$ cat src/rtl/net_pkg.sv
// Shared slot constants and run-supervisor state encoding for the network solver.
package net_pkg;
  localparam int N_DEF = 5;
  localparam int W_DEF = 16;
  localparam int FRAME_LEN = 21;
  localparam logic [6:0] SAMPLE_SLOT = 7'd2;
  localparam logic [6:0] STOP_SLOT = 7'd20;

  typedef enum logic [1:0] {
    IDLE = 2'd0,
    LOAD = 2'd1,
    RUN  = 2'd2,
    DONE = 2'd3
  } run_state_t;
endpackage

$ cat src/rtl/net_conv_check.sv
// Per-iteration convergence test: holds the previous state snapshot and compares
// every element against it within a tolerance.
module net_conv_check
  import net_pkg::*;
#(
  parameter int           N   = N_DEF,
  parameter int           W   = W_DEF,
  parameter logic [W-1:0] TOL = W'(4)
) (
  input  logic           clk,
  input  logic           reset,
  input  logic           i_clear,
  input  logic           i_sample,
  input  logic [N*W-1:0] i_x,
  output logic           o_first,
  output logic           o_all_within
);
  logic [N*W-1:0] r_x_prev;
  logic           r_first;
  logic [N-1:0]   w_pass;

  // One extra bit keeps a full-scale swing from wrapping into a small difference.
  for (genvar k = 0; k < N; k++) begin : g_elem
    logic [W:0] w_diff;
    logic [W:0] w_abs;
    assign w_diff = {i_x[k*W+W-1], i_x[k*W +: W]}
                  - {r_x_prev[k*W+W-1], r_x_prev[k*W +: W]};
    assign w_abs = w_diff[W] ? -w_diff : w_diff;
    assign w_pass[k] = (w_abs <= {1'b0, TOL});
  end

  assign o_first = r_first;
  assign o_all_within = i_sample & ~r_first & (&w_pass);

  always_ff @(posedge clk) begin
    if (!reset) begin
      r_x_prev <= '0;
      r_first  <= 1'b1;
    end else if (i_clear) begin
      r_first <= 1'b1;
    end else if (i_sample) begin
      r_x_prev <= i_x;
      r_first  <= 1'b0;
    end
  end
endmodule

$ cat src/rtl/net_run_ctrl.sv
// Run supervisor for the network state controller: load pulse, per-iteration
// sampling, and frame-aligned stop on convergence, timeout or abort.
module net_run_ctrl
  import net_pkg::*;
#(
  parameter int           N        = N_DEF,
  parameter int           W        = W_DEF,
  parameter logic [W-1:0] TOL      = W'(4),
  parameter int           CONV_CNT = 8,
  parameter int           MAX_ITER = 1000
) (
  input  logic           clk,
  input  logic           reset,
  input  logic           start,
  input  logic           abort,
  input  logic [N*W-1:0] x_in,
  input  logic [6:0]     addder_in,
  output logic           en_out,
  output logic           init_load,
  output logic           busy,
  output logic           done,
  output logic           converged,
  output logic           timeout,
  output logic [15:0]    iter_cnt
);
  localparam logic [7:0]  CONV_TGT = 8'(CONV_CNT);
  localparam logic [15:0] ITER_TGT = 16'(MAX_ITER);

  run_state_t  r_state;
  logic [7:0]  r_stable;
  logic        r_stop_pend;
  logic        r_conv_flag;
  logic        r_to_flag;
  logic        w_sample;
  logic        w_clear;
  logic        w_first;
  logic        w_within;
  logic [15:0] w_iter_nxt;
  logic [7:0]  w_stable_nxt;

  assign w_sample   = (r_state == RUN) && (addder_in == SAMPLE_SLOT);
  assign w_clear    = start && ((r_state == IDLE) || (r_state == DONE));
  assign w_iter_nxt = (iter_cnt == 16'hFFFF) ? iter_cnt : iter_cnt + 16'd1;

  always_comb begin
    w_stable_nxt = r_stable;
    if (!w_first) begin
      if (w_within) w_stable_nxt = (r_stable == 8'hFF) ? r_stable : r_stable + 8'd1;
      else          w_stable_nxt = 8'd0;
    end
  end

  net_conv_check #(.N(N), .W(W), .TOL(TOL)) u_conv (
    .clk          (clk),
    .reset        (reset),
    .i_clear      (w_clear),
    .i_sample     (w_sample),
    .i_x          (x_in),
    .o_first      (w_first),
    .o_all_within (w_within)
  );

  always_ff @(posedge clk) begin
    if (!reset) begin
      r_state     <= IDLE;
      en_out      <= 1'b1;
      init_load   <= 1'b0;
      busy        <= 1'b0;
      done        <= 1'b0;
      converged   <= 1'b0;
      timeout     <= 1'b0;
      iter_cnt    <= 16'd0;
      r_stable    <= 8'd0;
      r_stop_pend <= 1'b0;
      r_conv_flag <= 1'b0;
      r_to_flag   <= 1'b0;
    end else begin
      init_load <= 1'b0;
      case (r_state)
        IDLE, DONE: begin
          if (start) begin
            r_state     <= LOAD;
            init_load   <= 1'b1;
            busy        <= 1'b1;
            done        <= 1'b0;
            converged   <= 1'b0;
            timeout     <= 1'b0;
            iter_cnt    <= 16'd0;
            r_stable    <= 8'd0;
            r_stop_pend <= 1'b0;
            r_conv_flag <= 1'b0;
            r_to_flag   <= 1'b0;
          end
        end
        LOAD: begin
          if (abort) begin
            r_state <= DONE;
            busy    <= 1'b0;
            done    <= 1'b1;
          end else begin
            r_state <= RUN;
            en_out  <= 1'b0;
          end
        end
        RUN: begin
          // Only the first stop reason is latched; convergence outranks timeout.
          if (w_sample) begin
            iter_cnt <= w_iter_nxt;
            r_stable <= w_stable_nxt;
            if (!r_conv_flag && !r_to_flag) begin
              if (w_stable_nxt >= CONV_TGT) begin
                r_conv_flag <= 1'b1;
                r_stop_pend <= 1'b1;
              end else if (w_iter_nxt >= ITER_TGT) begin
                r_to_flag   <= 1'b1;
                r_stop_pend <= 1'b1;
              end
            end
          end
          if (abort) r_stop_pend <= 1'b1;
          if (r_stop_pend && (addder_in == STOP_SLOT)) begin
            r_state   <= DONE;
            en_out    <= 1'b1;
            busy      <= 1'b0;
            done      <= 1'b1;
            converged <= r_conv_flag;
            timeout   <= r_to_flag;
          end
        end
        default: r_state <= IDLE;
      endcase
    end
  end
endmodule

$ cat config.mk
export PLATFORM = sky130hd
export DESIGN_NAME = net_run_ctrl
export DESIGN_NICKNAME = d
export VERILOG_FILES = /design/src/rtl/net_pkg.sv /design/src/rtl/net_conv_check.sv /design/src/rtl/net_run_ctrl.sv
export SDC_FILE = /design/constraint.sdc
export NUM_CORES = 1
export LEC_CHECK = 0
export ABC_AREA = 1
export CAP_MARGIN = 20
export CORE_MARGIN = 8
export CORE_UTILIZATION = 60
export DETAILED_ROUTE_END_ITERATION = 10
export HOLD_SLACK_MARGIN = 0.05
export PLACE_DENSITY = 0.82
export SLEW_MARGIN = 20
export SYNTH_ARGS = -nofsm -noshare
export SYNTH_HDL_FRONTEND = slang
export SYNTH_SLANG_ARGS = --single-unit
$ cat constraint.sdc
create_clock -name clk -period 9.8 [get_ports clk]
set_input_delay 1.47 -clock clk [delete_from_list [all_inputs] [get_ports clk]]
set_output_delay 1.47 -clock clk [all_outputs]
set_load 0.02 [all_outputs]
==> results.cfg, run 1 <==
[run_status]
status = completed

[floorplanning]
chipWidth_um = 161
floorplan.die.height_um = 161
die_area_um2 = 26000
core_um2 = 20900
rows = 53
initial_utilization_pct = 60.6
io_pins = 113

[global_routing]
grt_antenna_before_repair = 0
maximum_number_of_pins_on_one_net_before_global_route_repair = 88
grt_first_pass_wirelength_um = 58100
globalRouteOverflowTotal = 0
grt_pass1_vias = 12500
gr-usage-all-layers_pct = 26.0

[clocking]
cts_resized = 0
clk_root_buffer_cell = clkbuf_16
cts_buf_count = 17
post_cts_clock_slew_at_the_launch_and_capture_registers_of_the_worst_setup_and_hold_paths_ns = 0.07
clkLatencyLatePin_ns = 0.44
post_cts_buffers = 0
h-tree-depth = 4
cts_tree = done
clock_sinks = 116
holdBufCountCts = 0
clk_path_buf_depth = 2

[sta]
timing.max_slew.rel_slack_pct = 38.1
final_max_slew_viol_count = 0
finalSetupViolations = 0
max_freq_ghz = 0.196
min_period_ns = 5.10
timing_hold_violations_final = 0
fin_crit_sh_pct = 52.1
rsz0062_at_grt = false
worst_pin_slew_ns = 0.928
summed_negative_setup_slack_over_all_endpoints_ns = 0
worst_clock_skew_ns = 0.00889

[worst_setup_path]
family_with_the_most_delay_on_the_worst_path = simple AND/OR/NAND/NOR gates
worst-path-stages = 30
reg2regPathDepth = 28
crit_buf_inv = 5
crit_start = x_in[64]
critical_path.startpoint_type = input pin
path_class = input pin to flip-flop
crit_top_cell = nand2_1
maximum_single_stage_delay_on_the_critical_path_ns = 0.47
crit-reg2reg-capture = r_to_flag
reg2reg_setup_slack_ns = 5.94
worstSetupEndpointType = flip-flop
reg2reg_from = u_conv.r_x_prev[64]
crit_path_end = r_to_flag
timing.critical_path.slowest_stage_cell = clkdlybuf4s50_1
worst_path_fanout_max = 15
worstPathArrival_ns = 5.44
worstPathRequired_ns = 10.14

[logic_synthesis]
number_of_synthesis_warnings = 0
synth-edff-count = 0
postSynth.topFlopCell = dfxtp_1
ys_types = 50
ys_async_sr_fraction_pct = 0
yosys-top-cells-area = nand2_1 21%, dfxtp_1 18%, inv_1 11%, nand3_1 8.7%, ha_1 8.4%
syn-mean-instance-area_um2 = 5.62
syn_inst = 2251
synth-seq-area-share_pct = 18.4
synth.ff_latch_count = 116
synth.top_cell.area_share_pct = 20.9
synthDominantAreaCellType = nand2_1
synth_fp_nets = 2432
synthesis.area_um2 = 12600

[placed_design]
gp_congestion = 0.939
place_area_um2 = 13900
hpwlAfterDp_um = 26700
numPortBuffers = 112

[route]
drt_pre_antenna_iters = 6
postRouteWirelength_um = 34200
vias_per_cell = 5.34
drt-wirelength-per-cell_um = 13.0
drt_drc_violations_left = 0
ant_nets = 0
vias = 14000
first_iter_violations = 1155

[cells_and_area]
util_after_layout_pct = 69.6
nets = 2522
antenna-diode-count = 0
mostFrequentLayoutCells = 706 x nand2_1, 365 x inv_1, 221 x nand3_1
layout.cells.most_common = nand2_1
stdcell_area_um2 = 14500
layout-drive-gt1-share_pct = 4.55
areaGrowthSynthToFinish_pct = 14.9

[hold_path]
hold_path_class = flip-flop to flip-flop

[power_and_ir_drop]
power-per-cell-area_nw_per_um2 = 124
worst_ir_drop_vdd_mv = 0.116
leakagePower_nw = 7.12

[flow_run]
max_cap_viol_count = 0
## power breakdown
group | internal [mW] | switching, mW
clock | 0.389 | 0.285
sequential | 0.489 | 0.0130
combinational | 0.224 | 0.404
## worst min-delay path by stage
stage                               end           startpoint  depth (start not counted)  slack [ns]
floorplan           u_conv.r_x_prev[32]  u_conv.r_x_prev[32]                          2        0.43
global placement     u_conv.r_x_prev[0]   u_conv.r_x_prev[0]                          2        0.44
detailed placement  u_conv.r_x_prev[16]  u_conv.r_x_prev[16]                          2        0.44
CTS                 u_conv.r_x_prev[16]  u_conv.r_x_prev[16]                          2        0.45
global route        u_conv.r_x_prev[68]  u_conv.r_x_prev[68]                          2        0.47
finish              u_conv.r_x_prev[64]  u_conv.r_x_prev[64]                          2        0.45
## cells in the mapped netlist, types with 2 or more instances
cell type and instances:
a21o_1 4, a21oi_1 175, a21oi_2 3, a31oi_1 4, and2_1 5, buf_2 2
buf_4 6, buf_6 3, clkbuf_1 33, dfxtp_1 116, fa_1 5, ha_1 85
inv_1 366, inv_2 6, nand2_1 706, nand2_2 27, nand3_1 221, nand3_2 8
nand3b_1 24, nand4_1 35, nor2_1 191, nor2_2 9, nor2_4 4, nor3_1 16
nor3_2 3, nor4_1 6, o21ai_0 117, o21ai_1 4, o21bai_1 6, o32ai_1 2
or2_2 3, xnor2_1 13, xor2_1 26
## cell type report
class / count / area [µm²]
multi-input combinational: 1718 / 8710
fill: 1986 / 6360
sequential: 116 / 2320
inverter: 372 / 1400
timing repair buffer: 116 / 1150
clock buffer: 17 / 425
tap: 275 / 344
clock inverter: 15 / 185
## per-stage QoR
step                      hold WS [ns]  cells  total power, mW  setup WS (ns)
after floorplan                  0.427   2251            0.953           5.52
after global placement           0.438   2597             1.11           4.35
after detailed placement         0.445   2597             1.12           4.29
after CTS                        0.454   2629             1.81           4.73
after global routing             0.472   2629             1.92           4.31
final                            0.453   2629             1.80           4.70
## cell families (layout without fill, tap and decap cells)
logic type | after synthesis | after routing | synth area share (%)
AOI/OAI and AO/OA | 323 | 323 | 13.4
xor gates and xnor gates | 41 | 41 | 2.96
adders and majority gates | 90 | 90 | 9.20
buffers and inverters | 417 | 520 | 12.8
DFF | 116 | 116 | 18.4
and+or+nand+nor | 1264 | 1264 | 43.3
## flip-flops by register name (all words and copies together), names as in the netlist, 2 cells and up
name	count
iter_cnt	16
r_stable	8
r_state	2
u_conv.r_x_prev	80
## worst min-delay path, cell delays in order, from the launching register on
cell and delay [ns]:
dfxtp_1 0.31, inv_1 0.05, a21oi_1 0.05
## layer usage
| layer | share of wire, % | global-route usage (%) | vias to the layer above |
|---|---|---|---|
| met5 | 0 | 0 | - |
| met2 | 44 | 41.3 | 368 |
| met4 | 1.5 | 6.78 | 0 |
| met1 | 49 | 36.3 | 6267 |
| li1 | - | - | 7364 |
| met3 | 4.8 | 3.56 | 40 |
Note: power is estimated with default switching activity, not from simulation.
==> run 2, diff against run 1 <==
==> constraint.sdc (replaced) <==
create_clock -name clk -period 5 [get_ports clk]
set_input_delay 0.75 -clock clk [delete_from_list [all_inputs] [get_ports clk]]
set_output_delay 0.75 -clock clk [all_outputs]
set_load 0.02 [all_outputs]
==> run 2 against run 1 <==
Hold slack worse by 0.0048 ns. Via count up 0.11%. Die area stayed put. Power is 95% higher. Sequential cell count is the same. Register-to-register slack got worse by 4.8 ns. Worst setup slack worse by 4.1 ns. First-iteration DRC count fell by 6.4%. Critical path depth is 1 higher. Non-clock buffer count stayed put. Clock skew grew 0.0022 ns. Count of clock-buffer cells in the layout unchanged.
==> results.cfg, run 2 (synthesis gave the netlist of run 1 again) <==
[placed_design]
numPortBuffers = 112
placed_cells = 2597
hpwlAfterDp_um = 26600
gp_congestion = 0.940

[floorplanning]
initial_utilization_pct = 60.6
floorplan.die.height_um = 161
core_um2 = 20900
die_area_um2 = 26000
chipWidth_um = 161
io_pins = 113
rows = 53

[route]
drt_drc_violations_left = 0
first_iter_violations = 1081
drt-wirelength-per-cell_um = 12.8
vias = 14100
drt_pre_antenna_iters = 6
ant_nets = 0
postRouteWirelength_um = 33700
vias_per_cell = 5.35

[cells_and_area]
reg_with_most_ffs = u_conv.r_x_prev
antenna-diode-count = 0
layout_top_registers = u_conv.r_x_prev: 80 flops, iter_cnt: 16 flops, r_stable: 8 flops
number_of_flip_flops_under_the_largest_register_name = 80
areaGrowthSynthToFinish_pct = 14.9
final_cell_count_no_fill = 2629
mostFrequentLayoutCells = 706 x nand2_1, 365 x inv_1, 221 x nand3_1
nets = 2522
layout.cells.most_common = nand2_1
layout-drive-gt1-share_pct = 4.55
regArea_um2 = 2320
multi_input_area_um2 = 8710
num-fill-cells = 1963

[clocking]
clkLatencyLatePin_ns = 0.43
cts_buf_count = 17
post_cts_clock_slew_at_the_launch_and_capture_registers_of_the_worst_setup_and_hold_paths_ns = 0.07
h-tree-depth = 4
cts_tree = done
holdBufCountCts = 0
clock_sinks = 116
clk_root_buffer_cell = clkbuf_16
clk_path_buf_depth = 2
post_cts_buffers = 0
cts_resized = 0

[power_and_ir_drop]
leakagePower_nw = 7.12
worst_ir_drop_vdd_mv = 0.212
power-per-cell-area_nw_per_um2 = 242

[worst_setup_path]
worstPathArrival_ns = 4.76
worstPathRequired_ns = 5.36
crit_top_cell = nand2_1
worst_path_fanout_max = 21
path_class = input pin to flip-flop
timing.critical_path.slowest_stage_cell = clkdlybuf4s50_1
maximum_single_stage_delay_on_the_critical_path_ns = 0.47
worstSetupEndpointType = flip-flop
critical_path.startpoint_type = input pin

[sta]
fin_crit_sh_pct = 88.0
hold_slack_ns = 0.448
timing_hold_violations_final = 0
min_period_ns = 4.40
final_max_slew_viol_count = 0
finalSetupViolations = 0
timing.max_slew.rel_slack_pct = 36.6
max_freq_ghz = 0.227
rsz0062_at_grt = false
summed_negative_setup_slack_over_all_endpoints_ns = 0
worst_pin_slew_ns = 0.950
worst_clock_skew_ns = 0.0111

[flow_run]
max_cap_viol_count = 0

[global_routing]
grt_pass1_vias = 12700
maximum_number_of_pins_on_one_net_before_global_route_repair = 87
gr-usage-all-layers_pct = 25.9
grt_antenna_before_repair = 0
grt_first_pass_wirelength_um = 58100
globalRouteOverflowTotal = 0

[run_status]
status = completed

[hold_path]
hold_path_class = flip-flop to flip-flop
-- run 2: changes by cell type in the layout (fill, tap and decap cells not counted), sizes merged --
cell and delta:
inv -1, clkinvlp -1, clkinv +2
-- run 2: where the power goes --
| group | switching [mW] | internal (mW) | leakage, nW |
|---|---|---|---|
| Combinational | 0.785 | 0.439 | 5.88 |
| Clock | 0.546 | 0.759 | 0.300 |
| Sequential | 0.0246 | 0.959 | 0.936 |
-- run 2: critical path: cells and delay by family --
kind / cells / cell delay (ns)
buf+inv: 3 / 0.64
compound gates: 1 / 0.11
fa+ha+maj: 2 / 0.60
simple gates: 25 / 2.64
-- run 2: worst paths after layout --
path | startpoint | end | slack (ns) | cells after the start
max | x_in[48] | r_stop_pend | 0.60 | 31
min | u_conv.r_x_prev[0] | u_conv.r_x_prev[0] | 0.45 | 2
max reg2reg | u_conv.r_x_prev[48] | r_stop_pend | 1.13 | 29
min reg2reg | u_conv.r_x_prev[0] | u_conv.r_x_prev[0] | 0.45 | 2
-- run 2: cell type report --
| class | instances | area share [%] |
|---|---|---|
| Clock buffer | 17 | 2.93 |
| Inverter | 372 | 9.63 |
| Timing Repair Buffer | 116 | 7.89 |
| Multi-Input combinational cell | 1718 | 60.0 |
| Clock inverter | 15 | 1.25 |
| Sequential cell | 116 | 16.0 |
| Tap cell | 275 | 2.37 |
-- run 2: per-stage QoR --
step | utilization, % | setup WS [ns] | cell area, µm² | total power, mW
floorplan | - | 1.44 | 12600 | 1.87
global placement | 66.6 | 0.273 | 13900 | 2.18
detailed placement | 66.6 | 0.217 | 13900 | 2.20
CTS | 69.6 | 0.624 | 14500 | 3.52
global route | 69.6 | 0.120 | 14500 | 3.75
finish | 69.6 | 0.599 | 14500 | 3.51
-- run 2: routing by layer --
| layer | part of all wire, % | GRT usage [%] | vias up |
|---|---|---|---|
| met4 | 2.1 | 7.83 | 0 |
| li1 | - | - | 7365 |
| met1 | 48 | 36.5 | 6211 |
| met2 | 43 | 40.1 | 428 |
| met5 | 0 | 0 | - |
| met3 | 6.4 | 3.87 | 51 |
